<file path="config.mk">
export PLATFORM = sky130hd
export DESIGN_NAME = act_skew_feeder
export DESIGN_NICKNAME = d
export VERILOG_FILES = /design/src/rtl/act_skew_feeder.sv
export SDC_FILE = /design/constraint.sdc
export NUM_CORES = 1
export LEC_CHECK = 0
export BUFFER_PORTS_ARGS = -buffer_cell sky130_fd_sc_hd__buf_2
export CORE_ASPECT_RATIO = 0.75
export CORE_MARGIN = 5
export CORE_UTILIZATION = 51
export DETAILED_ROUTE_END_ITERATION = 8
export PLACE_DENSITY = 0.78
export SYNTH_ARGS = -nofsm -noshare
export SYNTH_HDL_FRONTEND = slang
export SYNTH_SLANG_ARGS = --single-unit
</file>
<file path="constraint.sdc">
create_clock -name clk -period 2.9 [get_ports clk]
set_clock_uncertainty 0.1 [all_clocks]
set_input_delay 0.145 -clock clk [delete_from_list [all_inputs] [get_ports clk]]
set_output_delay 0.145 -clock clk [all_outputs]
set_load 0.02 [all_outputs]
</file>
<file path="src/rtl/act_skew_feeder.sv">
// Activation skew feeder for the weight-stationary PE array: lane i is delayed by i extra cycles, bubbles and drain rows are zero.
// Optional stall counter enabled by defining FEEDER_PERF_CNT_EN.
module act_skew_feeder #(
   parameter int N  = 4,
   parameter int DW = 16,
   parameter int LW = 16
) (
   input  logic            clk,
   input  logic            rst,
   input  logic            start,
   input  logic [LW-1:0]   tile_len,
   input  logic            in_valid,
   output logic            in_ready,
   input  logic [N*DW-1:0] in_data,
   output logic [N*DW-1:0] out_act,
   output logic [N-1:0]    out_lv,
   output logic            busy,
   output logic            done,
   output logic [31:0]     stall_cnt
);

   // state  | meaning
   // IDLE   | waiting for start, skew line filled with zeros
   // STREAM | accepting vectors, zero bubble when input starves
   // DRAIN  | 2*N-1 zero cycles to flush partial sums out of the array
   typedef enum logic [1:0] {IDLE, STREAM, DRAIN} state_t;

   localparam int DCW = $clog2(2*N-1);
   localparam logic [DCW-1:0] DRAIN_LAST = DCW'(2*N-2);

   state_t         state, state_nx;
   logic [LW-1:0]  remaining;
   logic [DCW-1:0] drain_cnt;
   logic           hs;

   always_ff @(posedge clk) begin
      if (rst) state <= IDLE;
      else     state <= state_nx;
   end

   always_comb begin
      state_nx = state;
      in_ready = 1'b0;
      case (state)
         IDLE: begin
            if (start) state_nx = (tile_len != '0) ? STREAM : DRAIN;
         end
         STREAM: begin
            in_ready = 1'b1;
            if (in_valid && remaining == LW'(1)) state_nx = DRAIN;
         end
         DRAIN: begin
            if (drain_cnt == '0) state_nx = IDLE;
         end
         default: state_nx = IDLE;
      endcase
   end

   assign hs   = in_valid & in_ready;
   assign busy = (state != IDLE);

   // Drain counter stays loaded outside DRAIN so it is ready the cycle DRAIN is entered.
   always_ff @(posedge clk) begin
      if (rst) begin
         remaining <= '0;
         drain_cnt <= '0;
         done      <= 1'b0;
      end else begin
         done <= (state == DRAIN) && (drain_cnt == '0);
         if (state == IDLE && start) remaining <= tile_len;
         else if (hs)                remaining <= remaining - LW'(1);
         if (state != DRAIN)         drain_cnt <= DRAIN_LAST;
         else if (drain_cnt != '0)   drain_cnt <= drain_cnt - DCW'(1);
      end
   end

   for (genvar i = 0; i < N; i++) begin : g_lane
      logic [DW-1:0] d_q [0:i];
      logic [i:0]    v_q;

      always_ff @(posedge clk) begin
         if (rst) begin
            for (int s = 0; s <= i; s++) d_q[s] <= '0;
            v_q <= '0;
         end else begin
            d_q[0] <= hs ? in_data[i*DW +: DW] : '0;
            v_q[0] <= hs;
            for (int s = 1; s <= i; s++) begin
               d_q[s] <= d_q[s-1];
               v_q[s] <= v_q[s-1];
            end
         end
      end

      assign out_act[i*DW +: DW] = d_q[i];
      assign out_lv[i]           = v_q[i];
   end

`ifdef FEEDER_PERF_CNT_EN
   logic [31:0] stall_q;

   always_ff @(posedge clk) begin
      if (rst)                                                  stall_q <= '0;
      else if (state == IDLE && start)                          stall_q <= '0;
      else if (state == STREAM && !in_valid && stall_q != '1)   stall_q <= stall_q + 32'd1;
   end

   assign stall_cnt = stall_q;
`else
   assign stall_cnt = 32'd0;
`endif

endmodule

</file>
==> summary.md, run 1 <==
| Metric | Value |
|---|---|
| Dominant cells by area after synthesis | dfxtp_1 60%, nor2b_1 10%, buf_4 7.9% |
| Non-filler cells, final | 945 |
| Top_reg_cell synth | dfxtp_1 |
| Largest net degree at the start of global routing | 76 |
| F_max | 417 MHz |
| Share of layout cells above drive strength 1 | 25.3% |
| Critical-path cell list | inv_1 -> ha_1 -> or3b_4 -> or4_4 -> o31a_1 -> or3_1 |
| DR WL/cell | 13.8 µm |
| Final-report hold violation count | 0 |
| Die X | 137 µm |
| Vias | 4329 |
| Antenna diodes | 0 |
| CTS Root Cell | clkbuf_16 |
| DRC violations left | 0 |
| Grt ovf | 0 |
| Antenna Nets Post-Route | 0 |
| CTS tree | done |
| Slew Limit Fails | 0 |
| I/O pin cnt | 187 |
| EDFF count, synth | 0 |
| TritonCTS Buffers | 17 |
| Die Y | 105 µm |
| Slowest cell on crit path | or4_4 |
| Post-Route WL | 13000 µm |
| Crit path max fanout | 6 |
| Number of global-route vias before repair | 4380 |
| Post-synth ARST share | 0% |
| Initial Util | 52.6% |
| Reg clk slew, reported paths | 0.07 ns |
| Port Buffers | 154 |
| Crit. End Element | flop |
| Share of the synthesized area in the top cell type | 60.2% |
| CP top delay family | simple AND/OR/NAND/NOR gates |
| Final net count | 857 |
| Count leader, synth | dfxtp_1 |
| Initial antenna violation count | 0 |
| WP buf/inv | 1 |
| Startpoint Class | flop |
| Setup violations, final | 0 |
| Maximum clock path buffer count | 2 |
| Row count | 34 |
| Clock latency on the worst-skew pair | 0.42 ns |
| CP arrival | 2.59 ns |
| Rel. slew slack | 49.9% |
| WS Path Type | reg2reg |
| Final worst-path cycle share | 82.7% |
| Power per cell area | 666 mW/mm² |
| DIE AREA | 0.0144 mm² |
| Max Cap Viol | 0 |
| Req. time, crit path | 3.09 ns |
| Gpl congestion | 0.827 |
| Synthesis-stage register bit count | 186 |
| H-Tree Level Count | 4 |
| Post-Place Cells | 838 |
| Mean Syn Cell Area | 10.7 µm² |
| Area leader, netlist | dfxtp_1 |
| Worst slew pin tran | 0.752 ns |
| Maximum VDD drop | 0.000456 V |
| Post_cts resized | 0 |
| Netlist cell types | 44 |
| Largest stage delay on the critical path | 0.54 ns |
| Fill cells | 881 |
| Cells after Synth | 579 |
| GRT Overall Usage | 18.3% |
| Setup TNS Final | 0 ns |
| Synth warnings | 0 |
| Clock Sinks | 186 |
| Area Overhead vs Synth | 30.6% |
| Min Tclk post-route | 2.40 ns |
| Min-delay worst type | in2reg |
| RSZ-0062 raised after global routing | false |
| Commonest cells post-synth | 186 x dfxtp_1, 102 x nor2b_1, 65 x and2_1, 65 x buf_4, 27 x clkbuf_1 |
| Syn Std Cell Area | 0.00618 mm² |
| Vias per inst | 4.58 |
| First-pass GRT wire length | 21100 µm |
| Core ar. | 0.0117 mm² |
| 1st-pass router iterations | 4 |
| DRT iter0 DRCs | 207 |
| Outcome | complete, no violations |
| Dpl hpwl | 7910 µm |
| Post-synthesis sequential area ratio | 60.2% |
| Leak Pwr | 0.00363 µW |
routing by layer:
metal	wire [µm]	track usage, %	part of all wire, %	vias to the layer above
li1	-	-	-	2161
met1	5350	21.5	41	1971
met2	6400	31.4	49	170
met3	932	5.10	7.2	27
met4	319	7.91	2.5	0
met5	0	0	0	-
flip-flops by register name, indices dropped and copies added (netlist names):
signal      cells
done            1
state           2
remaining      16
g_lane.d_q    160
drain_cnt       3
g_lane.v_q      4
path summary, 6_finish.rpt:
| kind | cells past startpoint | to | start | slack (ns) |
|---|---|---|---|---|
| setup / recovery | 6 | remaining[14]$_SDFFE_PP0P_ | remaining[1]$_SDFFE_PP0P_ | 0.50 |
| hold / removal | 4 | remaining[13]$_SDFFE_PP0P_ | tile_len[13] | 0.03 |
| setup reg to reg | 6 | remaining[14]$_SDFFE_PP0P_ | remaining[1]$_SDFFE_PP0P_ | 0.50 |
| hold reg to reg | 1 | g_lane[3].d_q[1][13]$_SDFF_PP0_ | g_lane[3].d_q[0][13]$_SDFF_PP0_ | 0.33 |
cells by family after synthesis:
group | after synthesis | synth area share, %
AND/OR/NAND/NOR | 246 | 24.3
flip-flops | 186 | 60.2
buffers and inverters | 96 | 9.78
AO/OA/AOI/OAI | 46 | 4.94
adder cells (fa/ha/maj) | 2 | 0.405
other | 1 | 0.0607
XOR/XNOR | 1 | 0.142
multiplexers | 1 | 0.162
cell usage in the layout, fill, tap and decap left out, drive strengths merged, types with 3 or more instances in the layout:
cell,Yosys,routed
a21oi,16,16
a22oi,5,5
and2,65,65
buf,65,158
clkbuf,27,17
clkinv,0,6
conb,1,32
dfxtp,186,186
dlygate4sd3,0,76
inv,4,9
nand2,7,7
nand2b,3,3
nand3,9,9
nand3b,4,4
nor2,15,15
nor2b,102,102
nor3,11,11
nor3b,4,4
nor4,6,6
o21ai,5,5
o311ai,3,3
or3,7,7
or3b,3,3
or4,4,4
worst reg2reg max path: stages, from the launching register on:
cell     delay (ns)
dfxtp_1        0.36
inv_1          0.10
ha_1           0.18
or3b_4         0.42
or4_4          0.54
o31a_1         0.24
or3_1          0.33
metrics by stage:
| stage | area, µm² | hold WS, ns | util, % | setup slack (ns) | total power, µW |
|---|---|---|---|---|---|
| after floorplan | 6300 | 0.167 | - | 0.626 | 3020 |
| after global routing | 8070 | 0.0606 | 68.7 | 0.374 | 5610 |
| after detailed placement | 6720 | 0.246 | 57.2 | 0.533 | 3120 |
| after global placement | 6720 | 0.244 | 57.2 | 0.556 | 3100 |
| after CTS | 8070 | 0.0189 | 68.7 | 0.514 | 5430 |
| final | 8070 | 0.0335 | 68.7 | 0.501 | 5380 |
area by class of cell:
| class | instances | area, µm² | share of cell area [%] |
|---|---|---|---|
| flip-flops and latches | 186 | 3720 | 46.1 |
| multi-input cells | 328 | 1980 | 24.5 |
| inverters | 4 | 15.0 | 0.186 |
| clock buffers | 17 | 425 | 5.27 |
| clock inverters | 14 | 163 | 2.02 |
| repair buffers | 234 | 1560 | 19.4 |
| well taps | 162 | 203 | 2.51 |
timing repair:
action,CTS,global route
hold buffers,76,0
buffers inserted,0,0
endpoints found under the setup margin,0,0
hold endpoints to repair,76,0
report_power, final:
part | leakage [µW] | internal [µW] | switching (µW)
Clock | 0.000281 | 1220 | 1010
Sequential | 0.00151 | 2620 | 45.8
Combinational | 0.00185 | 226 | 265
(Power assumes the default switching activity.)
==> run 2: changes to the inputs <==
--- a/config.mk
+++ b/config.mk
@@ -5,12 +5,13 @@
 export SDC_FILE = /design/constraint.sdc
 export NUM_CORES = 1
 export LEC_CHECK = 0
+export ABC_AREA = 1
 export BUFFER_PORTS_ARGS = -buffer_cell sky130_fd_sc_hd__buf_2
 export CORE_ASPECT_RATIO = 0.75
 export CORE_MARGIN = 5
-export CORE_UTILIZATION = 51
+export CORE_UTILIZATION = 46
 export DETAILED_ROUTE_END_ITERATION = 8
-export PLACE_DENSITY = 0.78
+export PLACE_DENSITY = 0.74
 export SYNTH_ARGS = -nofsm -noshare
 export SYNTH_HDL_FRONTEND = slang
 export SYNTH_SLANG_ARGS = --single-unit
==> constraint.sdc (replaced) <==
create_clock -name clk -period 2.15 [get_ports clk]
set_clock_uncertainty 0.1 [all_clocks]
set_input_delay 0.1075 -clock clk [delete_from_list [all_inputs] [get_ports clk]]
set_output_delay 0.1075 -clock clk [all_outputs]
set_load 0.02 [all_outputs]
==> run 2 against run 1 <==
Net effect:
- critical path depth down 1
- synthesized cell count increased by 40%
- worst setup slack gained 0.046 ns
- largest cell class unchanged
- highest routed layer unchanged
==> summary.md, run 2 <==
| Metric | Value |
|---|---|
| Number of global-route vias before repair | 4760 |
| Flop2flop setup slack | 0.55 ns |
| 1st-pass router iterations | 4 |
| Hold EP | remaining[14]$_SDFFE_PP0P_ |
| Antenna Nets Post-Route | 0 |
| DR WL/cell | 11.1 µm |
| Core ar. | 0.0139 mm² |
| Rel. slew slack | 54.9% |
| I/O pin cnt | 187 |
| Synthesis-stage register bit count | 186 |
| Setup violations, final | 0 |
| Clock Sinks | 186 |
| Post-CTS Hold Buffers | 79 |
| Req. time, crit path | 2.32 ns |
| Vias per inst | 4.08 |
| DIE AREA | 0.0169 mm² |
| Reg clk slew, reported paths | 0.07 ns |
| Mean Syn Cell Area | 8.14 µm² |
| Min Tclk post-route | 1.60 ns |
| TritonCTS Buffers | 17 |
| Startpoint Class | flop |
| Met2 wire len | 6570 µm |
| Worst slew pin tran | 0.676 ns |
| Post-synth ARST share | 0% |
| Worst R2R Path Depth | 5 |
| Post-CTS setup buffer count | 0 |
| Hold_sp | tile_len[14] |
| Maximum VDD drop | 0.000533 V |
| Top_reg_cell synth | dfxtp_1 |
| Area leader, netlist | dfxtp_1 |
| Largest net degree at the start of global routing | 75 |
| Die Y | 114 µm |
| DRC violations left | 0 |
| Final worst-path cycle share | 74.5% |
| Final net count | 1095 |
| Hold depth | 5 |
| Top flop regs | g_lane.d_q (160), remaining (16), g_lane.v_q (4) |
| Gpl congestion | 0.865 |
| Initial antenna violation count | 0 |
| Cells after Synth | 811 |
| Post_cts resized | 0 |
| Grt ovf | 0 |
| Share of layout cells above drive strength 1 | 20.1% |
| GRT Overall Usage | 15.9% |
| Dominant cells by area after synthesis | dfxtp_1 56%, inv_1 11%, nor2_1 11% |
| Slew Limit Fails | 0 |
| Antenna diodes | 0 |
| Commonest cells post-synth | 195 x inv_1, 195 x nor2_1, 186 x dfxtp_1 |
| Outcome | complete, no violations |
| Crit path max fanout | 64 |
| Dpl hpwl | 8480 µm |
| Met3 routed WL | 731 µm |
| Final-report hold violation count | 0 |
| RSZ-0062 raised after global routing | false |
| Max Used Layer | met4 |
| Die X | 148 µm |
| Netlist cell types | 35 |
| Max reg flops | 160 |
| WS Path Type | reg2reg |
| Power per cell area | 921 mW/mm² |
| Leak Pwr | 0.00422 µW |
| CTS tree | done |
| Post-Route WL | 13300 µm |
| CP arrival | 1.77 ns |
| Area Overhead vs Synth | 28.3% |
| Total power | 7800 µW |
| Crit. End Element | flop |
| Vias | 4881 |
| Most flops, register | g_lane.d_q |
| Worst R2R Start | state[1]$_SDFFE_PP0P_ |
| H-Tree Level Count | 4 |
| Syn Std Cell Area | 0.00660 mm² |
| Clock latency on the worst-skew pair | 0.41 ns |
| Reg-to-Reg End | g_lane[0].d_q[0][4]$_SDFF_PP0_ |
| F_max | 624 MHz |
| CTS Root Cell | clkbuf_16 |
| Post-synthesis sequential area ratio | 56.4% |
| Commonest cells after routing, fill and taps aside | 195 x inv_1, 195 x nor2_1, 186 x dfxtp_1, 153 x buf_2, 79 x dlygate4sd3_1 |
| Port Buffers | 154 |
| Initial Util | 47.5% |
| Met1 wire length | 5800 µm |
| First-pass GRT wire length | 22000 µm |
| Maximum clock path buffer count | 2 |
| Setup TNS Final | 0 ns |
| Share of the synthesized area in the top cell type | 56.4% |
| Row count | 37 |
| Max Cap Viol | 0 |
| EDFF count, synth | 0 |
| Synth warnings | 0 |
| Min-delay worst type | in2reg |
| DRT iter0 DRCs | 253 |
run 2: cell count changes after synthesis, moves of 10 or more:
cell,previous run,this run
clkbuf_1,27,1
nor2_1,15,195
nor2b_1,102,0
nand2_1,7,65
inv_1,4,195
and2_1,65,1
buf_2,0,10
run 2: cell families after synthesis:
kind of cell / synth area share [%]
and+or+nand+nor: 18.6
DFF: 56.4
adders and majority gates: 0.379
AOI/OAI and AO/OA: 3.22
buffers and inverters: 21.0
other: 0.0568
xor gates and xnor gates: 0.398
run 2: area by class of cell:
class                           instances  area, µm²
Fill cell                            1161       5420
Tap cell                              175        219
Clock inverter                         14        156
Clock buffer                           18        429
Timing Repair Buffer                  234       1580
Multi-Input combinational cell        372       1610
Sequential cell                       186       3720
Inverter                              198        746
run 2: where the power goes:
part           total (µW)  internal, µW  switching (µW)
Clock                3050          1650            1390
Sequential           3670          3580            85.2
Combinational        1090           408             677
Total                7800          5640            2160
run 2: worst max-delay path by stage:
| stage | startpoint | end |
|---|---|---|
| 5_1_grt | state[1]$_SDFFE_PP0P_ | g_lane[0].d_q[0][11]$_SDFF_PP0_ |
| 2_1_floorplan | state[0]$_SDFFE_PP0P_ | remaining[4]$_SDFFE_PP0P_ |
| 3_3_place_gp | state[1]$_SDFFE_PP0P_ | g_lane[2].d_q[0][3]$_SDFF_PP0_ |
| 6_report | state[1]$_SDFFE_PP0P_ | g_lane[0].d_q[0][4]$_SDFF_PP0_ |
| 3_5_place_dp | state[1]$_SDFFE_PP0P_ | g_lane[3].d_q[0][14]$_SDFF_PP0_ |
| 4_1_cts | state[1]$_SDFFE_PP0P_ | g_lane[3].d_q[0][14]$_SDFF_PP0_ |
run 2: layer usage:
metal | vias to the layer above | GRT usage [%]
li1 | 2609 | -
met1 | 2131 | 19.7
met2 | 124 | 27.5
met3 | 17 | 3.34
met4 | 0 | 5.97
met5 | - | 0
run 2: critical path, stage by stage, from the launching register on:
cell     delay, ns
dfxtp_1       0.44
nor2_4        0.08
nand2_4       0.12
nor2_8        0.06
inv_4         0.51
nor2_1        0.11
run 2: through the flow:
step | hold slack [ns] | area [µm²] | cells | setup slack [ns] | util [%]
after CTS | 0.00141 | 8470 | 1197 | 0.530 | 61.0
final | 0.0196 | 8470 | 1197 | 0.547 | 61.0
after global placement | 0.219 | 7090 | 1086 | 0.617 | 51.1
after detailed placement | 0.225 | 7090 | 1086 | 0.549 | 51.1
after global routing | 0.0414 | 8470 | 1197 | 0.378 | 61.0
after floorplan | 0.120 | 6720 | 842 | 0.817 | -
